===== src/rtl/cacheline_adaptor.sv =====
// Cache-line adaptor: turns one full-line read/write request into a burst of
// BURST_W-wide beats on the physical-memory port and returns a one-cycle response.
module cacheline_adaptor #(
    parameter int unsigned LINE_W  = 256,
    parameter int unsigned BURST_W = 64
) (
    input  logic               clk,
    input  logic               rst,
    input  logic               read_i,
    input  logic               write_i,
    input  logic [31:0]        address_i,
    input  logic [LINE_W-1:0]  line_i,
    output logic               resp_o,
    output logic [LINE_W-1:0]  line_o,
    output logic               pmem_read,
    output logic               pmem_write,
    output logic [31:0]        pmem_address,
    output logic [BURST_W-1:0] pmem_wdata,
    input  logic [BURST_W-1:0] pmem_rdata,
    input  logic               pmem_resp
);

    localparam int unsigned BEATS = LINE_W / BURST_W;
    localparam int unsigned CNT_W = (BEATS > 1) ? $clog2(BEATS) : 1;
    localparam int unsigned OFF_W = $clog2(LINE_W / 8);

    typedef enum logic [1:0] {
        IDLE,
        RD_BURST,
        WR_BURST,
        DONE
    } state_t;

    state_t             state_q, state_d;
    logic [CNT_W-1:0]   cnt_q, cnt_d;
    logic [CNT_W-1:0]   cnt_inc;
    logic [31:0]        addr_q, addr_d;
    logic [LINE_W-1:0]  line_q, line_d;
    logic [LINE_W-1:0]  line_buf_q, line_buf_d;
    logic [BURST_W-1:0] wdata_q, wdata_d;
    logic               resp_q, resp_d;
    logic               rd_q, rd_d;
    logic               wr_q, wr_d;
    logic               last_beat;

    // Byte offset within the line never reaches memory; bursts are line aligned.
    logic unused_offset;
    assign unused_offset = ^address_i[OFF_W-1:0];

    assign cnt_inc   = cnt_q + CNT_W'(1);
    assign last_beat = (cnt_q == CNT_W'(BEATS - 1));

    // Next-state and next-output computation for the burst sequencer.
    always_comb begin
        state_d    = state_q;
        cnt_d      = cnt_q;
        addr_d     = addr_q;
        line_d     = line_q;
        line_buf_d = line_buf_q;
        wdata_d    = wdata_q;
        resp_d     = 1'b0;
        rd_d       = rd_q;
        wr_d       = wr_q;

        unique case (state_q)
            IDLE: begin
                // Write has priority so a dirty victim is written back before the refill.
                if (write_i) begin
                    addr_d  = {address_i[31:OFF_W], OFF_W'(0)};
                    line_d  = line_i;
                    wdata_d = line_i[BURST_W-1:0];
                    cnt_d   = '0;
                    wr_d    = 1'b1;
                    state_d = WR_BURST;
                end else if (read_i) begin
                    addr_d  = {address_i[31:OFF_W], OFF_W'(0)};
                    cnt_d   = '0;
                    rd_d    = 1'b1;
                    state_d = RD_BURST;
                end
            end
            RD_BURST: begin
                if (pmem_resp) begin
                    line_buf_d[BURST_W*cnt_q +: BURST_W] = pmem_rdata;
                    if (last_beat) begin
                        cnt_d   = '0;
                        rd_d    = 1'b0;
                        resp_d  = 1'b1;
                        state_d = DONE;
                    end else begin
                        cnt_d = cnt_inc;
                    end
                end
            end
            WR_BURST: begin
                if (pmem_resp) begin
                    if (last_beat) begin
                        cnt_d   = '0;
                        wr_d    = 1'b0;
                        resp_d  = 1'b1;
                        state_d = DONE;
                    end else begin
                        cnt_d   = cnt_inc;
                        wdata_d = line_q[BURST_W*cnt_inc +: BURST_W];
                    end
                end
            end
            DONE: begin
                state_d = IDLE;
            end
            default: begin
                state_d = IDLE;
            end
        endcase
    end

    // State and registered outputs; reset abandons any burst immediately.
    always_ff @(posedge clk or posedge rst) begin
        if (rst) begin
            state_q    <= IDLE;
            cnt_q      <= '0;
            addr_q     <= '0;
            line_q     <= '0;
            line_buf_q <= '0;
            wdata_q    <= '0;
            resp_q     <= 1'b0;
            rd_q       <= 1'b0;
            wr_q       <= 1'b0;
        end else begin
            state_q    <= state_d;
            cnt_q      <= cnt_d;
            addr_q     <= addr_d;
            line_q     <= line_d;
            line_buf_q <= line_buf_d;
            wdata_q    <= wdata_d;
            resp_q     <= resp_d;
            rd_q       <= rd_d;
            wr_q       <= wr_d;
        end
    end

    assign resp_o       = resp_q;
    assign line_o       = line_buf_q;
    assign pmem_read    = rd_q;
    assign pmem_write   = wr_q;
    assign pmem_address = addr_q;
    assign pmem_wdata   = wdata_q;

endmodule


===== config.mk =====
export PLATFORM = sky130hd
export DESIGN_NAME = cacheline_adaptor
export DESIGN_NICKNAME = d
export VERILOG_FILES = /design/src/rtl/cacheline_adaptor.sv
export SDC_FILE = /design/constraint.sdc
export NUM_CORES = 1
export LEC_CHECK = 0
export ABC_AREA = 0
export CAP_MARGIN = 15
export CORE_AREA = 2 2 275 277
export DETAILED_ROUTE_END_ITERATION = 10
export DIE_AREA = 0 0 277 279
export SLEW_MARGIN = 20
export SYNTH_ARGS = -nofsm -noshare
export SYNTH_HDL_FRONTEND = slang
export SYNTH_SLANG_ARGS = --single-unit

===== constraint.sdc =====
create_clock -name clk -period 26.2 [get_ports clk]
set_clock_uncertainty 0.05 [all_clocks]
set_input_delay 5.24 -clock clk [delete_from_list [all_inputs] [get_ports clk]]
set_output_delay 5.24 -clock clk [all_outputs]
set_load 0.03 [all_outputs]

==> results.md, run 1 <==
- Synth cell types: 38
- Iteration-0 DRC Markers: 919
- Cell Area, Synth: about 0.025 mm2
- Clk slew on worst S/H paths: 60 ps
- CP endpoint kind: asynchronous set/reset pin
- Startpoint types: primary input
- Dpl cell area: about 0.033 mm2
- Synth warn: 0
- Final setup violation count: 0
- CP Max Fanout: around 120
- DRC viols: 0
- Max cap viols: 0
- Final hold vios: 0
- Top delay family on crit path: buffers and inverters
- Hpwl dp: approximately 55,000 um
- Largest stage delay, worst path: 780 ps
- Clock latency at the later pin of the worst-skew pair: between 500 and 600 ps
- Worst hold-check path type: register to register
- RSZ-0062 raised after global routing: false
- Crit path top cell by count: buf_4
- Post-Syn Area per Cell: 14.9 um2
- Detail Route Antenna Nets: 0
- Synth top area share: 61.5%
- Max Slew Vio Count: 0
- Post-CTS setup buffer count: 0
- Gate Count Post-Synth: 1,671
- Power per Cell Area: 116 mW/mm2
- # fillers: 6,516
- Die area: 0.0773 mm2
- EDFF count, synth: 0
- P_leak: 14.7 nW
- Die Ht: between 200 and 300 um
- Overall routed net length: roughly 83,000 um
- Initial antenna violation count: 22
- Clock sink count: 610
- Remaining Overflow, GRT: 0
- PortBufs: approximately 700
- Finished Cell Area: 0.0350 mm2
- Pre-antenna DRT Iters: 4
- Max Clock Freq: 114 MHz
- VDD IR-drop max: 0.0596 mV
- Setup Crit Path Kind: primary input to asynchronous set/reset pin
- Routed wire length per instance: 24.6 um
- Asr flop ratio synth: 100%
- Ports: about 710
- Hold Buf Count CTS: 0
- Final min period: 8740 ps
- Critical Path AT: around 9300 ps
- Cells along the critical path: clkdlybuf4s50_1 > inv_8 > buf_4 > buf_4 > buf_4 > buf_6
- Slowest stage cell, crit path: buf_4
- Routed vias: 17,400
- Final worst path period share: 33.4%
- Top Usage Layer GRT: met2
- Top cells by area, synth: dfrtp_1 61%, mux2_2 12%, a22o_1 6.9%
- Vias in the first global route: around 19,000
- Initial core utilization: between 30% and 40%
- Grt met1 use: between 20% and 30%
- GP Congestion: 0.834
- H-tree Lvls: 3
- Post-cts resize count: 0
- CP bufs+invs: 6
- Layout Nets: 2,696
- First-pass GRT wire length: 124,000 um
- Dominant synthesized flop cell: dfrtp_1
- Die Wd: 277 um
- Sequential area share after synthesis: 61.5%
- CTS max path bufs: 3
- Reg2Reg Setup Slack: approximately 22,000 ps
- Worst-margin pin slew: 1140 ps
- GR Layer Usage met2: 35.4%
- Critical path required time: approximately 27,000 ps
- CTS tree: yes
- M3 GR Usage: 6.79%
- Slew margin rel.: about a quarter
- Row cnt: 100
- Ratio of cells with drive above 1 in the final layout: ~20%
- Core occupancy in the finished layout: 47.3%
- CTS buffer count: 71
- Total track usage: between 20% and 30%
- Layout area overhead: 41.0%
- Core Area: 0.0741 mm2
- Root Driver: clkbuf_16
- Drt via density: between 5 and 6
- Run status: completed
- Flops & latches, synth: 610
- Maximum number of pins on one net before global-route repair: 166
- Top cell type by total area after synthesis: dfrtp_1
- Setup_tns: 0 ps
[worst paths after layout]
check	from	end	cells past startpoint
max	rst	line_o[57]	6
min	line_o[115]	line_o[115]	2
max reg2reg	state_q[0]	line_q[170]	7
min reg2reg	line_o[115]	line_o[115]	2
max in group clk	pmem_resp	line_o[192]	5
min in group asynchronous	rst	pmem_address[9]	2
[per-stage QoR]
| stage | power [W] | setup WS, ps | cells | hold slack [ps] |
|---|---|---|---|---|
| after floorplan | 0.00250 | 3830 | 1675 | 424 |
| after global placement | 0.00302 | 16400 | 3224 | 416 |
| after detailed placement | 0.00307 | 16280 | 3224 | 420 |
| after CTS | 0.00410 | 16950 | 3347 | 433 |
| after global routing | 0.00426 | 16820 | 3360 | 457 |
| final | 0.00405 | 17460 | 3364 | 426 |
[worst register-to-register path, delay by kind of cell (launching register included)]
family                     cells  cell delay [ps]
and+or+nand+nor                1              560
buffers and inverters          4             2270
DFF                            1              400
adders and majority gates      1              200
muxes                          1              550
[flip-flops by register name (all words and copies together), names as in the netlist]
signal / cells
pmem_read: 1
resp_o: 1
pmem_wdata: 64
pmem_write: 1
cnt_q: 2
line_o: 256
line_q: 256
state_q: 2
pmem_address: 27
[layer usage]
| layer | wire length, um | share of wire [%] |
|---|---|---|
| met4 | 2130 | 2.6 |
| met3 | 6710 | 8.1 |
| met5 | 80 | 0.097 |
| met2 | 41100 | 50 |
| met1 | 32600 | 40 |
[logic make-up (layout without fill, tap and decap cells)]
| group | count (synthesis) | in the layout | synth area share [%] |
|---|---|---|---|
| DFF | 610 | 610 | 61.5 |
| muxes | 352 | 352 | 18.9 |
| AOI/OAI and AO/OA | 329 | 329 | 11.0 |
| and+or+nand+nor | 212 | 212 | 4.82 |
| buffers and inverters | 156 | 859 | 3.33 |
| adders and majority gates | 11 | 11 | 0.554 |
| other | 1 | 22 | 0.0151 |
[layout make-up]
cell class | instances | area, um2 | area share, %
multi-input combinational | 909 | 8830 | 25.2
timing repair buffer | 727 | 7220 | 20.6
clock inverter | 22 | 329 | 0.940
sequential | 610 | 15300 | 43.6
tap | 969 | 1210 | 3.46
antenna | 17 | 42.5 | 0.122
clock buffer | 101 | 2060 | 5.89
inverter | 9 | 42.5 | 0.122
[synth_stat cells, types with 4 or more instances]
library cell	number
a22o_1	196
clkbuf_1	61
buf_1	5
buf_4	11
mux2_1	20
mux4_2	64
buf_6	13
inv_1	7
o21ai_1	41
a221o_1	64
dfrtp_1	610
o21ai_0	21
nand2_1	127
and4_1	64
buf_2	55
nand3_1	6
nand2b_1	4
ha_1	11
mux2_2	266
[placed cells by master (no fill, tap or decap), types with 20 or more instances in the layout]
cell type | Yosys | layout
and4_1 | 64 | 64
clkdlybuf4s50_1 | 0 | 700
dfrtp_1 | 610 | 609
clkbuf_16 | 0 | 73
mux2_2 | 266 | 266
a221o_1 | 64 | 64
a22o_1 | 196 | 196
nand2_1 | 127 | 126
mux4_2 | 64 | 64
mux2_1 | 20 | 20
o21ai_0 | 21 | 21
buf_4 | 11 | 24
o21ai_1 | 41 | 41
[power breakdown]
part           internal, W  switching (W)  total [W]
clock             0.000611       0.000407    0.00102
sequential         0.00128       0.000188    0.00147
combinational     0.000784       0.000783    0.00157
No activity file was read; power rests on OpenSTA's default activity.
==> run 2, diff against run 1 <==
==> constraint.sdc (replaced) <==
create_clock -name clk -period 8.2 [get_ports clk]
set_clock_uncertainty 0.05 [all_clocks]
set_input_delay 1.64 -clock clk [delete_from_list [all_inputs] [get_ports clk]]
set_output_delay 1.64 -clock clk [all_outputs]
set_load 0.03 [all_outputs]
==> results.md, run 2 (synthesized netlist as in run 1, its figures left out) <==
- Final hold vios: 0
- Ratio of cells with drive above 1 in the final layout: between 20% and 30%
- Vias in the first global route: 18,400
- Hold path startpoint: line_o[120]
- Routed wire length per instance: 24.4 um
- RSZ-0062 raised after global routing: false
- First-pass GRT wire length: ~120,000 um
- Initial antenna violation count: 24
- Remaining Overflow, GRT: 0
- CTS buffer count: 70
- Dpl ws: 2720 ps
- DRC viols: 0
- R2R Path End: line_o[178]
- Row cnt: 100
- Hold Buf Count CTS: 0
- Hold WS: 429 ps
- Finished Cell Area: 0.0350 mm2
- Worst setup margin: 3380 ps
- Final setup violation count: 0
- Iteration-0 DRC Markers: 989
- Run status: completed
- Worst r2r path cells: 6
- CTS max path bufs: 3
- Pwr Total: ~0.013 W
- Core Area: 0.0741 mm2
- Total track usage: 20.9%
- Layout Nets: 2,695
- Setup Crit Path Kind: primary input to register
- Worst hold-check path type: register to register
- Die Wd: roughly 280 um
- Max Slew Vio Count: 0
- Detail Route Antenna Nets: 0
- PortBufs: 701
- CTS tree: yes
- Post-CTS setup buffer count: 0
- Overall routed net length: 82,000 um
- Final min period: about 4800 ps
- Dpl cell area: approximately 0.033 mm2
- Layout area overhead: 41.1%
- VDD IR-drop max: 0.179 mV
- Final worst path period share: 58.7%
- Max cap viols: 0
- Clock latency at the later pin of the worst-skew pair: 630 ps
- Post-cts resize count: 0
- Hpwl dp: around 56,000 um
- Commonest non-fill, non-tap cell in the layout: clkdlybuf4s50_1
- Die Ht: 279 um
- Drt via density: ~5.2
- Worst-margin pin slew: between 1000 and 1500 ps
- Critical path required time: between 8000 and 9000 ps
- H-tree Lvls: 3
- Hold path cells: 2
- Slew margin rel.: a little over a quarter
- Ports: 712
- GP Congestion: around 0.8
- Commonest cells after routing, fill and taps aside: 700 x clkdlybuf4s50_1, 609 x dfrtp_1, 266 x mux2_2, 196 x a22o_1, 126 x nand2_1
- Clk slew on worst S/H paths: 60 ps
- CP endpoint kind: register
- WHS Endpoint: line_o[120]
- Maximum number of pins on one net before global-route repair: 158
- Pre-antenna DRT Iters: 5
- Setup_tns: 0 ps
- P_leak: 14.7 nW
- CP Max Fanout: 66
- Startpoint types: primary input
- RR Startpoint: cnt_q[0]
- Max Clock Freq: 208 MHz
- Power per Cell Area: 368 mW/mm2
- Routed vias: 17,500
- Die area: 0.0773 mm2
- Critical Path AT: 5300 ps
- Reg2Reg Setup Slack: 4010 ps
- Root Driver: clkbuf_16
- Clock sink count: 610
- Initial core utilization: ~34%
-- run 2: how the worst max path moves through the flow --
stage          startpoint          end  slack [ps]  cells past startpoint
6_report        pmem_resp  line_o[195]        3380                      5
5_1_grt         pmem_resp  line_o[195]        3210                      5
4_1_cts         pmem_resp  line_o[195]        3370                      5
3_5_place_dp    pmem_resp  line_o[214]        2720                      5
3_3_place_gp    pmem_resp  line_o[197]        2850                      5
2_1_floorplan         rst     cnt_q[0]       -1810                      1
-- run 2: final cells by class --
| cell class | count | area (um2) |
|---|---|---|
| Multi-Input combinational cell | 909 | 8830 |
| Fill cell | 6580 | 39000 |
| Antenna cell | 14 | 35.0 |
| Inverter | 9 | 38.8 |
| Clock buffer | 103 | 2070 |
| Sequential cell | 610 | 15300 |
| Clock inverter | 22 | 340 |
| Tap cell | 969 | 1210 |
| Timing Repair Buffer | 727 | 7260 |
-- run 2: worst max-delay path, stage by stage --
cell,delay [ps]
clkdlybuf4s50_1,840
nand3_4,860
nor4_4,910
buf_4,680
a22o_1,230
-- run 2: power breakdown --
part	switching, W	leakage (nW)	internal, W
Clock	0.00132	1.16	0.00190
Sequential	0.000603	7.79	0.00408
Combinational	0.00248	5.77	0.00251
-- run 2: stage by stage --
stage | utilization [%] | cells
floorplan | - | 1675
finish | 47.3 | 3363
detailed placement | 44.0 | 3224
CTS | 47.3 | 3349
global route | 47.3 | 3361
global placement | 44.0 | 3224
-- run 2: per-layer routing --
layer | up-vias | global-route usage [%] | part of all wire, %
li1 | 7646 | - | -
met4 | 16 | 8.14 | 3.2
met2 | 619 | 35.2 | 50
met5 | - | 0 | 0.12
met1 | 9028 | 25.3 | 39
met3 | 144 | 6.16 | 7.3
